### config.mk
export PLATFORM = sky130hd
export DESIGN_NAME = pipe_hazard_ctrl
export DESIGN_NICKNAME = d
export VERILOG_FILES = /design/src/rtl/pipe_hazard_ctrl.sv
export SDC_FILE = /design/constraint.sdc
export NUM_CORES = 1
export LEC_CHECK = 0
export BUFFER_PORTS_ARGS = -buffer_cell sky130_fd_sc_hd__buf_2
export CAP_MARGIN = 20
export CORE_MARGIN = 2
export CORE_UTILIZATION = 35
export CTS_CLUSTER_DIAMETER = 200
export CTS_CLUSTER_SIZE = 30
export DETAILED_ROUTE_END_ITERATION = 6
export GPL_ROUTABILITY_DRIVEN = 0
export GPL_TIMING_DRIVEN = 0
export PLACE_DENSITY = 0.68
export SYNTH_ARGS = -nofsm -noshare
export SYNTH_HDL_FRONTEND = slang
export SYNTH_SLANG_ARGS = --single-unit
### constraint.sdc
create_clock -name Clk -period 2.5 [get_ports Clk]
set_input_delay 0.375 -clock Clk [delete_from_list [all_inputs] [get_ports Clk]]
set_output_delay 0.375 -clock Clk [all_outputs]
set_load 0.01 [all_outputs]
### src/rtl/pipe_hazard_ctrl.sv
// Stall/flush sequencer for the 5-stage pipeline: Tuse/Tnew data hazards,
// mult/div busy tracking and a halt/drain state machine driving the
// pipeline-register write enables and the D-E bubble clear.
module pipe_hazard_ctrl #(
    parameter int unsigned MULT_LAT  = 5,
    parameter int unsigned DIV_LAT   = 10,
    parameter int unsigned DRAIN_CYC = 4
) (
    input  logic        Clk,
    input  logic        Rst_n,
    input  logic [4:0]  D_rs,
    input  logic [4:0]  D_rt,
    input  logic [1:0]  D_Tuse_rs,
    input  logic [1:0]  D_Tuse_rt,
    input  logic        D_is_md,
    input  logic [4:0]  E_A3,
    input  logic [1:0]  E_Tnew,
    input  logic [4:0]  M_A3,
    input  logic [1:0]  M_Tnew,
    input  logic        E_md_start,
    input  logic        E_md_div,
    input  logic        Halt_req,
    output logic        F_We,
    output logic        D_We,
    output logic        E_Clr,
    output logic        M_We,
    output logic        W_We,
    output logic        Md_busy,
    output logic        Halted,
    output logic [31:0] Stall_cnt
);

    localparam int unsigned MD_MAX  = (DIV_LAT > MULT_LAT) ? DIV_LAT : MULT_LAT;
    localparam int unsigned MD_W    = $clog2(MD_MAX + 1);
    localparam int unsigned DR_W    = $clog2(DRAIN_CYC + 1);
    localparam int unsigned CNT_W   = 32;

    typedef enum logic [1:0] {
        ST_RUN    = 2'd0,
        ST_DRAIN  = 2'd1,
        ST_HALTED = 2'd2
    } state_t;

    state_t            state, state_nxt;
    logic [MD_W-1:0]   md_cnt, md_cnt_nxt;
    logic [DR_W-1:0]   drain_cnt, drain_cnt_nxt;
    logic              md_busy_q;
    logic              halted_q;
    logic [CNT_W-1:0]  stall_cnt;

    logic              data_stall_c;
    logic              md_stall_c;
    logic              stall_c;
    logic              f_we_c, d_we_c, e_clr_c;

    // A source conflicts when its producer's result arrives after it is needed.
    function automatic logic src_hazard(input logic [4:0] src, input logic [1:0] tuse,
                                        input logic [4:0] a3, input logic [1:0] tnew);
        return (src != 5'd0) && (src == a3) && (tuse < tnew);
    endfunction

    // Hazard detection for the instruction sitting in D.
    always_comb begin
        data_stall_c = src_hazard(D_rs, D_Tuse_rs, E_A3, E_Tnew)
                     | src_hazard(D_rs, D_Tuse_rs, M_A3, M_Tnew)
                     | src_hazard(D_rt, D_Tuse_rt, E_A3, E_Tnew)
                     | src_hazard(D_rt, D_Tuse_rt, M_A3, M_Tnew);
        md_stall_c   = D_is_md & (md_busy_q | E_md_start);
        stall_c      = data_stall_c | md_stall_c;
    end

    // Mult/div occupancy: a start while already busy does not reload.
    always_comb begin
        md_cnt_nxt = md_cnt;
        if (md_cnt != '0) begin
            md_cnt_nxt = md_cnt - MD_W'(1);
        end else if (E_md_start) begin
            md_cnt_nxt = E_md_div ? MD_W'(DIV_LAT) : MD_W'(MULT_LAT);
        end
    end

    // Halt/drain next state and stage enables; reset forces the idle pattern.
    always_comb begin
        state_nxt     = state;
        drain_cnt_nxt = drain_cnt;
        f_we_c        = ~stall_c;
        d_we_c        = ~stall_c;
        e_clr_c       = stall_c;
        case (state)
            ST_RUN: begin
                if (Halt_req) begin
                    state_nxt     = ST_DRAIN;
                    drain_cnt_nxt = DR_W'(DRAIN_CYC);
                end
            end
            ST_DRAIN: begin
                f_we_c  = 1'b0;
                d_we_c  = 1'b0;
                e_clr_c = 1'b1;
                if (!Halt_req) begin
                    state_nxt = ST_RUN;
                end else if (drain_cnt <= DR_W'(1)) begin
                    state_nxt     = ST_HALTED;
                    drain_cnt_nxt = '0;
                end else begin
                    drain_cnt_nxt = drain_cnt - DR_W'(1);
                end
            end
            ST_HALTED: begin
                f_we_c  = 1'b0;
                d_we_c  = 1'b0;
                e_clr_c = 1'b1;
                if (!Halt_req) begin
                    state_nxt = ST_RUN;
                end
            end
            default: begin
                state_nxt = ST_RUN;
            end
        endcase
        if (!Rst_n) begin
            f_we_c  = 1'b0;
            d_we_c  = 1'b0;
            e_clr_c = 1'b1;
        end
    end

    // State, counters and registered status outputs.
    always_ff @(posedge Clk or negedge Rst_n) begin
        if (!Rst_n) begin
            state     <= ST_RUN;
            md_cnt    <= '0;
            drain_cnt <= '0;
            md_busy_q <= 1'b0;
            halted_q  <= 1'b0;
            stall_cnt <= '0;
        end else begin
            state     <= state_nxt;
            md_cnt    <= md_cnt_nxt;
            drain_cnt <= drain_cnt_nxt;
            md_busy_q <= (md_cnt_nxt != '0);
            halted_q  <= (state_nxt == ST_HALTED);
            if ((state == ST_RUN) && stall_c) begin
                stall_cnt <= stall_cnt + CNT_W'(1);
            end
        end
    end

    assign F_We      = f_we_c;
    assign D_We      = d_we_c;
    assign E_Clr     = e_clr_c;
    assign M_We      = 1'b1;
    assign W_We      = 1'b1;
    assign Md_busy   = md_busy_q;
    assign Halted    = halted_q;
    assign Stall_cnt = stall_cnt;

endmodule
==> reports/summary.txt, run 1 <==
Global Route Usage Sum: 15.4%
Most common cell in the netlist: dfrtp_1
Residual DRC: 0
Register share of total power: 42.0%
Primary FF master, synth: dfrtp_1
Root Buffer: clkbuf_8
Max Cap Viol: 0
WP data arrival: 2.01 ns
Area growth syn-to-layout: 24.6%
Grt total ovfl: 0
FILL cells: 704
Rel. slew slack: 61.0%
Cell taking the most area after synthesis: dfrtp_1
Worst Setup End Kind: primary output
VDD IR max: 0.363 mV
Tcrit/Tclk final: 95.6%
Crit path max fanout: 10
Sw Share: 35.2%
Clock skew: 0.00893 ns
Final Core Density: 44.9%
Warning count from the yosys run: 0
Max Slew Vio Count: 0
Synth area leaders: dfrtp_1 (41%), xnor2_1 (12%), ha_1 (5.7%), o2111ai_1 (5.0%), xor2_1 (5.0%)
Seq/Total Area, Yosys: 41.2%
CTS tree: done
Clock-pin slew on the worst setup and hold paths: 0.08 ns
Row count: 31
H-Tree Depth: 2
Total wire length: 6130 um
Final setup violation count: 0
Internal Dissipation: 1.46 mW
Psw: 0.792 mW
Pre-Repair DR Iteration Count: 4
Die area: 8170 um2
Hold WC Path Type: in -> reg
CTS buffer count: 5
Worst Path Required: 2.12 ns
Top post-synthesis cells by count: dfrtp_1 (43), xnor2_1 (36), nor2_1 (16)
Met2 Track Usage GR: 26.3%
Setup CP Type: in -> out
Initial Util: 36.0%
Vias in the first global route: 2,262
Fin crit period: 2.39 ns
Max Fclk: 418 MHz
Seq. cell area: 1080 um2
Async set-reset flop share out of synthesis: 100%
RSZ-0062 raised after global routing: no
CTS max path bufs: 2
Final TNS setup: 0 ns
Vias per inst: 5.00
Gr busiest metal: met2
Via count: 2,195
First-pass GRT wire length: 10,500 um
Comb pwr share: 34.6%
GR Util met3: 4.09%
Worst Setup Start Kind: input port
Footprint of the multi-input gates: 1430 um2
Flops & latches, synth: 43
Clk_lat worst skew: 0.29 ns
LEAKAGE: 1.52 nW
Clock share of power: 23.4%
Synth Area per Inst: 10.1 um2
Status: completed
Number of synthesized flops with an enable pin: 0
Area fraction of the dominant cell type after synthesis: 41.2%
N_diodes: 0
DP HPWL: 4620 um
Routed len/inst: 14.0 um
Synth unique cells: 41
PnR worst setup slack: 0.110 ns
Final hold violations: 0
Place WS: -0.0321 ns
DRT iter0 DRCs: 71
Worst hold slack: 0.413 ns
Worst Max-Slew Pin Slew: 0.570 ns
Core Area: 7250 um2
Port Buf Inserts: 70
Fraction of layout cells with a size suffix above 1: 28.2%
Mapped Area: 2610 um2
Largest net degree at the start of global routing: 45
PwrDens: 691 nW/um2
Routed Antenna Nets: 0
I/O pins: 73
Met1 GRT Util: 19.7%
Antenna violations before repair: 0
Nets: 386
Die X: 90.4 um
Post-synthesis cell count: 258
Clock sinks: 43
Die Y: 90.4 um
[worst max-delay path, cell delays in order]
cell and delay [ns]:
buf_2 0.11, ha_1 0.29, a2111oi_2 0.31, nand4_1 0.19
a21oi_4 0.21, buf_4 0.19, nor3_2 0.07, buf_4 0.13
buf_2 0.13
[layer usage]
metal  up-vias  wire [um]
met3         2        275
met5         -          0
met4         0         17
li1       1073          -
met2        42       3020
met1      1078       2820
[registers in the layout, summed over array words and instances (netlist names)]
register,flops
md_cnt,4
Md_busy,1
state,2
Stall_cnt,32
drain_cnt,3
Halted,1
[kinds of logic after synthesis]
kind of cell / after synthesis / share of synthesized area (%)
other: 1 / 0.144
buffers and inverters: 25 / 4.93
multiplexers: 2 / 0.814
AND/OR/NAND/NOR: 66 / 13.9
adder cells (fa/ha/maj): 12 / 5.75
XOR/XNOR: 51 / 17.1
flip-flops: 43 / 41.2
AO/OA/AOI/OAI: 58 / 16.1
[cells in the final DEF (no fill, tap or decap), drive strengths merged, types with 6 or more instances in the layout]
master / instances
buf: 82
xor2: 15
xnor2: 36
o2111ai: 15
dfrtp: 43
inv: 12
o21ai: 17
and3: 7
clkbuf: 10
nor2: 16
and2: 6
ha: 12
o211ai: 9
nand3: 7
[worst paths after layout]
kind,from,to,slack [ns],cells after the start
setup / recovery,D_Tuse_rs[1],F_We,0.11,9
hold / removal,Halt_req,state[1],0.41,2
setup reg to reg,state[1],Halted,0.51,6
hold reg to reg,Stall_cnt[31],Stall_cnt[31],0.47,1
max in group asynchronous,Rst_n,drain_cnt[0],1.63,3
min in group asynchronous,Rst_n,Stall_cnt[13],0.43,2
[what timing repair did]
item                                    in CTS  in global routing
endpoints found under the hold margin        0                  4
gates resized for setup                      1                  3
buffers inserted                             0                  2
endpoints found under the setup margin       1                  3
hold buffers                                 0                  1
pin swaps                                    0                  3
[cell type report]
class,instances,area share [%]
timing repair buffer,74,12.1
sequential,43,33.1
inverter,12,1.38
tap,99,3.80
multi-input combinational,191,43.8
clock buffer,6,2.23
buffer,13,2.65
clock inverter,1,0.922
[per-stage QoR]
step	std cells	power, mW	instance area (um2)
6_report	439	2.25	3260
3_3_place_gp	428	1.69	3090
4_1_cts	435	2.26	3200
5_1_grt	439	2.43	3260
2_1_floorplan	259	1.46	2620
3_5_place_dp	428	1.72	3090
[power groups by stage]
stage	clock network [mW]	logic [mW]	registers, mW
2_1_floorplan	0	0.499	0.961
3_3_place_gp	0	0.745	0.950
3_5_place_dp	0	0.766	0.958
4_1_cts	0.542	0.775	0.945
5_1_grt	0.571	0.890	0.966
6_report	0.526	0.779	0.944
Power figures use the tool's default switching activity.
==> run 2, diff against run 1 <==
--- a/config.mk
+++ b/config.mk
@@ -5,6 +5,7 @@
 export SDC_FILE = /design/constraint.sdc
 export NUM_CORES = 1
 export LEC_CHECK = 0
+export ABC_AREA = 1
 export BUFFER_PORTS_ARGS = -buffer_cell sky130_fd_sc_hd__buf_2
 export CAP_MARGIN = 20
 export CORE_MARGIN = 2
@@ -14,7 +15,7 @@
 export DETAILED_ROUTE_END_ITERATION = 6
 export GPL_ROUTABILITY_DRIVEN = 0
 export GPL_TIMING_DRIVEN = 0
-export PLACE_DENSITY = 0.68
+export PLACE_DENSITY = 0.67
 export SYNTH_ARGS = -nofsm -noshare
 export SYNTH_HDL_FRONTEND = slang
 export SYNTH_SLANG_ARGS = --single-unit
==> reports/summary.txt, run 2 <==
Total wire length: 8110 um (+32%)
Rel. slew slack: 65.9% (+4.8 points)
Delay-heaviest family, CP: simple AND/OR/NAND/NOR gates
Warning count from the yosys run: 0 (unchanged)
Flops & latches, synth: 43 (unchanged)
Tcrit/Tclk final: 90.9% (-4.7 points)
Die Y: 100 um (+11%)
Clock skew: 0.00449 ns (-0.00444 ns)
Final hold violations: 0 (unchanged)
Final setup violation count: 0 (unchanged)
Final TNS setup: 0 ns (unchanged)
Seq. cell area: 1080 um2 (unchanged)
Routed len/inst: 12.0 um (-14%)
Number of synthesized flops with an enable pin: 0 (unchanged)
Root Buffer: clkbuf_8
Non-filler instance count after layout: 678 (+54%)
Critical Path Max Stage Delay: 0.26 ns (-0.05 ns)
Place WS: 0.190 ns (+0.222 ns)
Cell taking the most area after synthesis: dfrtp_1
Seq/Total Area, Yosys: 33.1% (-8.1 points)
Most common cell in the netlist: nand2_1
Setup Buffers After CTS: 0 (unchanged)
Primary FF master, synth: dfrtp_1
Antenna violations before repair: 0 (unchanged)
Clock sinks: 43 (unchanged)
Area growth syn-to-layout: 18.4%
FILL cells: 955 (+36%)
First-pass GRT wire length: 14,100 um (+34%)
Commonest non-fill, non-tap cell in the layout: nand2_1
CTS tree: done
LEAKAGE: 2.16 nW (+42%)
VDD IR max: 0.254 mV (-30%)
Fraction of layout cells with a size suffix above 1: 18.0% (-10 points)
DP HPWL: 6490 um (+40%)
Worst path buffer plus inverter count: 5 (+1)
Worst Setup Start Kind: input port
Area fraction of the dominant cell type after synthesis: 33.1% (-8.1 points)
Pre-Repair DR Iteration Count: 5 (+1)
DRT iter0 DRCs: 170 (+140%)
Footprint of the multi-input gates: 1890 um2 (+32%)
R2R depth: 10 (+4)
Max Slew Vio Count: 0 (unchanged)
Die X: 100 um (+11%)
PnR worst setup slack: 0.227 ns (+0.117 ns)
H-Tree Depth: 2 (unchanged)
Row count: 35 (+13%)
Setup CP Type: in -> out
I/O pins: 73 (unchanged)
Post-CTS Hold Fix Bufs: 0 (unchanged)
Placed Cells incl. Taps: 670 (+57%)
Worst path most repeated cell: nand2_1
R2R Setup Slk: 0.68 ns (+0.17 ns)
Post-CTS Resized: 0 (-1)
Worst Max-Slew Pin Slew: 0.512 ns (-0.0580 ns)
Vias in the first global route: 3,089 (+37%)
Hold WC Path Type: in -> async
Status: completed
Largest net degree at the start of global routing: 45 (unchanged)
Nets: 613 (+59%)
Max Cap Viol: 0 (unchanged)
Post-synthesis cell count: 488 (+89%)
Global Route Usage Sum: 17.0% (+1.6 points)
Grt total ovfl: 0 (unchanged)
Worst Setup End Kind: primary output
Initial Util: 35.6% (-0.45 points)
Synth Area per Inst: 6.67 um2 (-34%)
N_diodes: 0 (unchanged)
Routed Antenna Nets: 0 (unchanged)
PwrDens: 608 nW/um2 (-12%)
Max Fclk: 440 MHz (+5.1%)
Async set-reset flop share out of synthesis: 100% (unchanged)
CTS max path bufs: 2 (unchanged)
Via count: 3,279 (+49%)
Synth unique cells: 30 (-27%)
CTS buffer count: 5 (unchanged)
Crit path max fanout: 7 (-3)
Clk_lat worst skew: 0.29 ns (about the same)
Most frequent cells in the layout: nand2_1 (171), buf_2 (74), inv_1 (55)
Top post-synthesis cells by count: nand2_1 (171), inv_1 (55), nand3_1 (52), nor2_1 (45), dfrtp_1 (43)
Die area: 10,100 um2 (+23%)
RR Endpoint: Stall_cnt[26]
Worst Path Required: 2.12 ns (about the same)
Fin crit period: 2.27 ns (-0.117 ns)
Residual DRC: 0 (unchanged)
Synth area leaders: dfrtp_1 (33%), nand2_1 (20%), nand3_1 (8.0%), inv_1 (6.3%), nor2_1 (5.2%)
Max FFs per register: 32 (unchanged)
Mapped Area: 3260 um2 (+25%)
Port Buf Inserts: 70 (unchanged)
RSZ-0062 raised after global routing: no
Core Area: 9150 um2 (+26%)
Crit-path slowest cell: ha_1
Vias per inst: 4.84 (-3.3%)
Worst-path cell chain: buf_2 -> inv_1 -> ha_1 -> a21boi_0 -> nor2_1 -> nand3_1 -> nand2_1 -> nand2_1 -> nand3_2 -> nor2_1 -> nand2_1 -> inv_1 -> buf_4 -> buf_2
Clock-pin slew on the worst setup and hold paths: 0.08 ns (about the same)
R2R Path Start: Stall_cnt[0]
WP data arrival: 1.90 ns (-0.11 ns)
## run 2: changes by cell type in the layout (fill, tap and decap cells not counted), sizes merged, moves of 7 or more
cell / delta
and3: -7
inv: +45
nand2: +168
nand3: +48
nor2: +33
nor3: +12
o2111ai: -14
o211ai: -8
xnor2: -25
## run 2: cells by family (layout without fill, tap and decap cells)
group	after synthesis	in the layout	synth area share (%)
simple gates	301	301	39.9
buf+inv	71	149	9.03
fa+ha+maj	12	12	4.61
other cells	1	2	0.115
compound gates	31	31	5.53
xor+xnor	29	29	7.80
flops	43	43	33.1
## run 2: where the power goes
group          leakage, nW  internal (mW)  switching [mW]
clock network       0.0470          0.217           0.228
logic                 1.53          0.336           0.642
registers            0.575          0.812           0.108
## run 2: per-stage QoR
stage          hold WS, ns  utilization (%)  area [um2]  power (mW)
4_1_cts              0.275             41.9        3840        2.36
6_report            0.0222             42.1        3860        2.34
5_1_grt             0.0579             42.1        3860        2.54
3_3_place_gp         0.496             41.0        3750        1.87
2_1_floorplan       0.0794                -        3260        1.60
3_5_place_dp         0.518             41.0        3750        1.91
## run 2: area by class of cell
cell class              instances  share of cell area (%)
clock buffers                   6                    2.14
flip-flops and latches         43                    27.9
inverters                      57                    5.55
plain buffers                  14                    2.08
multi-input cells             375                    49.0
repair buffers                 71                    9.60
well taps                     111                    3.60
clock inverters                 1                   0.130
## run 2: worst reg2reg max path: cells and delay by family (launching register included)
kind / cells / cell delay (ns)
flops: 1 / 0.43
simple gates: 8 / 0.88
buf+inv: 1 / 0.15
fa+ha+maj: 1 / 0.26
## run 2: worst max-delay path by stage
stage          startpoint    to  slack (ns)  cells past startpoint
2_1_floorplan   E_Tnew[1]  F_We        0.50                     12
3_3_place_gp    E_Tnew[1]  F_We        0.21                     14
3_5_place_dp    M_Tnew[1]  F_We        0.19                     14
4_1_cts         M_Tnew[1]  F_We        0.18                     14
5_1_grt         M_Tnew[1]  F_We        0.04                     14
6_report        E_Tnew[1]  F_We        0.23                     14
## run 2: layer usage
metal,global-route usage [%],part of all wire (%),vias up
li1,-,-,1689
met1,23.3,47,1492
met2,28.6,47,89
met3,2.65,4.6,9
met4,3.06,1.1,0
met5,0,0,-
==> run 3, diff against run 2 <==
--- a/config.mk
+++ b/config.mk
@@ -8,6 +8,7 @@
 export ABC_AREA = 1
 export BUFFER_PORTS_ARGS = -buffer_cell sky130_fd_sc_hd__buf_2
 export CAP_MARGIN = 20
+export CORE_ASPECT_RATIO = 0.9
 export CORE_MARGIN = 2
 export CORE_UTILIZATION = 35
 export CTS_CLUSTER_DIAMETER = 200
==> reports/summary.txt, run 3 (synthesis results as in run 2) <==
Final setup violation count: 0 (unchanged)
Clk_lat worst skew: 0.31 ns (+0.02 ns)
Vias in the first global route: 3,117 (+0.91%)
RSZ-0062 raised after global routing: no
Root Buffer: clkbuf_8
N_diodes: 0 (unchanged)
Fin crit period: 2.25 ns (-0.0217 ns)
Die X: 106 um (+5.2%)
Tcrit/Tclk final: 90.0% (-0.87 points)
Max FFs per register: 32 (unchanged)
Sw Share: 40.5% (-1.2 points)
WP data arrival: 1.88 ns (-0.02 ns)
Port Buf Inserts: 70 (unchanged)
CTS max path bufs: 2 (unchanged)
PwrDens: 635 nW/um2 (+4.5%)
Via count: 3,312 (+1.0%)
Crit path launch: E_Tnew[1]
CTS buffer count: 5 (unchanged)
Pre-Repair DR Iteration Count: 5 (unchanged)
Clock sinks: 43 (unchanged)
VDD IR max: 0.248 mV (-2.4%)
Vias per inst: 4.80 (-0.75%)
Routed len/inst: 12.4 um (+3.6%)
Worst Setup Start Kind: input port
Register share of total power: 37.2% (-2.1 points)
Worst Path Required: 2.12 ns (about the same)
Hold WC Path Type: in -> async
CTS tree: done
First-pass GRT wire length: 14,400 um (+1.9%)
R2R Path Start: Stall_cnt[0]
Status: completed
Initial Util: 35.8% (+0.27 points)
Place WS: 0.141 ns (-0.0490 ns)
Core Area: 9080 um2 (-0.75%)
Internal Dissipation: 1.48 mW (+8.1%)
Psw: 1.00 mW (+2.7%)
Nets: 613 (unchanged)
Commonest non-fill, non-tap cell in the layout: nand2_1
Clock-pin slew on the worst setup and hold paths: 0.08 ns (about the same)
Setup CP Type: in -> out
Most frequent cells in the layout: nand2_1 (171), buf_2 (74), inv_1 (55)
Max Cap Viol: 0 (unchanged)
H-Tree Depth: 2 (unchanged)
Die Y: 95.5 um (-4.9%)
Routed Antenna Nets: 0 (unchanged)
Final TNS setup: 0 ns (unchanged)
Fraction of layout cells with a size suffix above 1: 18.1% (+0.14 points)
Max Slew Vio Count: 0 (unchanged)
Area growth syn-to-layout: 20.0%
Crit path max fanout: 7 (unchanged)
Rel. slew slack: 64.9% (-1.0 points)
Die area: 10,100 um2 (about the same)
Worst Max-Slew Pin Slew: 0.527 ns (+0.0151 ns)
Total wire length: 8550 um (+5.4%)
PnR worst setup slack: 0.249 ns (+0.0217 ns)
Residual DRC: 0 (unchanged)
Worst hold slack: 0.0119 ns (-0.0103 ns)
DRT iter0 DRCs: 197 (+16%)
Clock share of power: 22.9% (+3.9 points)
Setup Buffers After CTS: 0 (unchanged)
Comb pwr share: 39.9% (-1.8 points)
Row count: 33 (-5.7%)
DP HPWL: 6790 um (+4.6%)
Antenna violations before repair: 0 (unchanged)
I/O pins: 73 (unchanged)
LEAKAGE: 2.17 nW (+0.70%)
Global Route Usage Sum: 17.5% (+0.52 points)
Grt total ovfl: 0 (unchanged)
Clock skew: 0.00654 ns (+0.00205 ns)
Final hold violations: 0 (unchanged)
Worst Setup End Kind: primary output
Largest net degree at the start of global routing: 45 (unchanged)
Max Fclk: 444 MHz (+0.96%)
## run 3: timing repair
action / CTS / global route
hold buffers: 0 / 0
resized for setup: 0 / 1
setup endpoints to repair: 0 / 1
## run 3: power groups by stage
stage / logic [mW] / clock network [mW] / registers [mW]
2_1_floorplan: 0.660 / 0 / 0.936
3_3_place_gp: 0.942 / 0 / 0.926
3_5_place_dp: 0.980 / 0 / 0.933
4_1_cts: 0.985 / 0.587 / 0.919
5_1_grt: 1.13 / 0.615 / 0.939
6_report: 0.989 / 0.569 / 0.922
## run 3: worst paths after layout
kind / cells after the start / end / slack [ns]
setup reg to reg: 10 / Stall_cnt[26] / 0.63
hold reg to reg: 2 / Stall_cnt[31] / 0.53
hold / removal: 1 / Stall_cnt[13] / 0.01
max in group asynchronous: 2 / drain_cnt[2] / 2.00
min in group Clk: 3 / state[0] / 0.42
setup / recovery: 14 / F_We / 0.25
## run 3: cell type report
| type | instances | area (um2) |
|---|---|---|
| Fill cell | 958 | 5180 |
| Multi-Input combinational cell | 375 | 1900 |
| Sequential cell | 43 | 1080 |
| Timing Repair Buffer | 71 | 370 |
| Inverter | 57 | 214 |
| Tap cell | 122 | 153 |
| Clock buffer | 6 | 82.6 |
| Buffer | 14 | 80.1 |
| Clock inverter | 2 | 35.0 |
## run 3: worst max-delay path, cell delays in order
cell      delay [ns]
buf_2           0.07
inv_1           0.04
ha_1            0.26
a21boi_0        0.21
nor2_1          0.07
nand3_1         0.08
nand2_1         0.05
nand2_1         0.10
nand3_4         0.13
nor2_1          0.11
nand2_1         0.08
inv_1           0.07
buf_4           0.09
buf_2           0.12
## run 3: layer usage
layer | track usage (%) | share of wire [%]
met5 | 0 | 0
met1 | 23.6 | 46
met2 | 28.8 | 46
met4 | 5.59 | 2.3
met3 | 2.87 | 5.0
## run 3: stage by stage
step                util (%)  instances  cell area (um2)  total power, mW
finish                  43.0        690             3910             2.48
global route            43.0        690             3910             2.69
CTS                     42.7        689             3880             2.49
detailed placement      41.4        681             3760             1.91
global placement        41.4        681             3760             1.87
floorplan                  -        489             3260             1.60
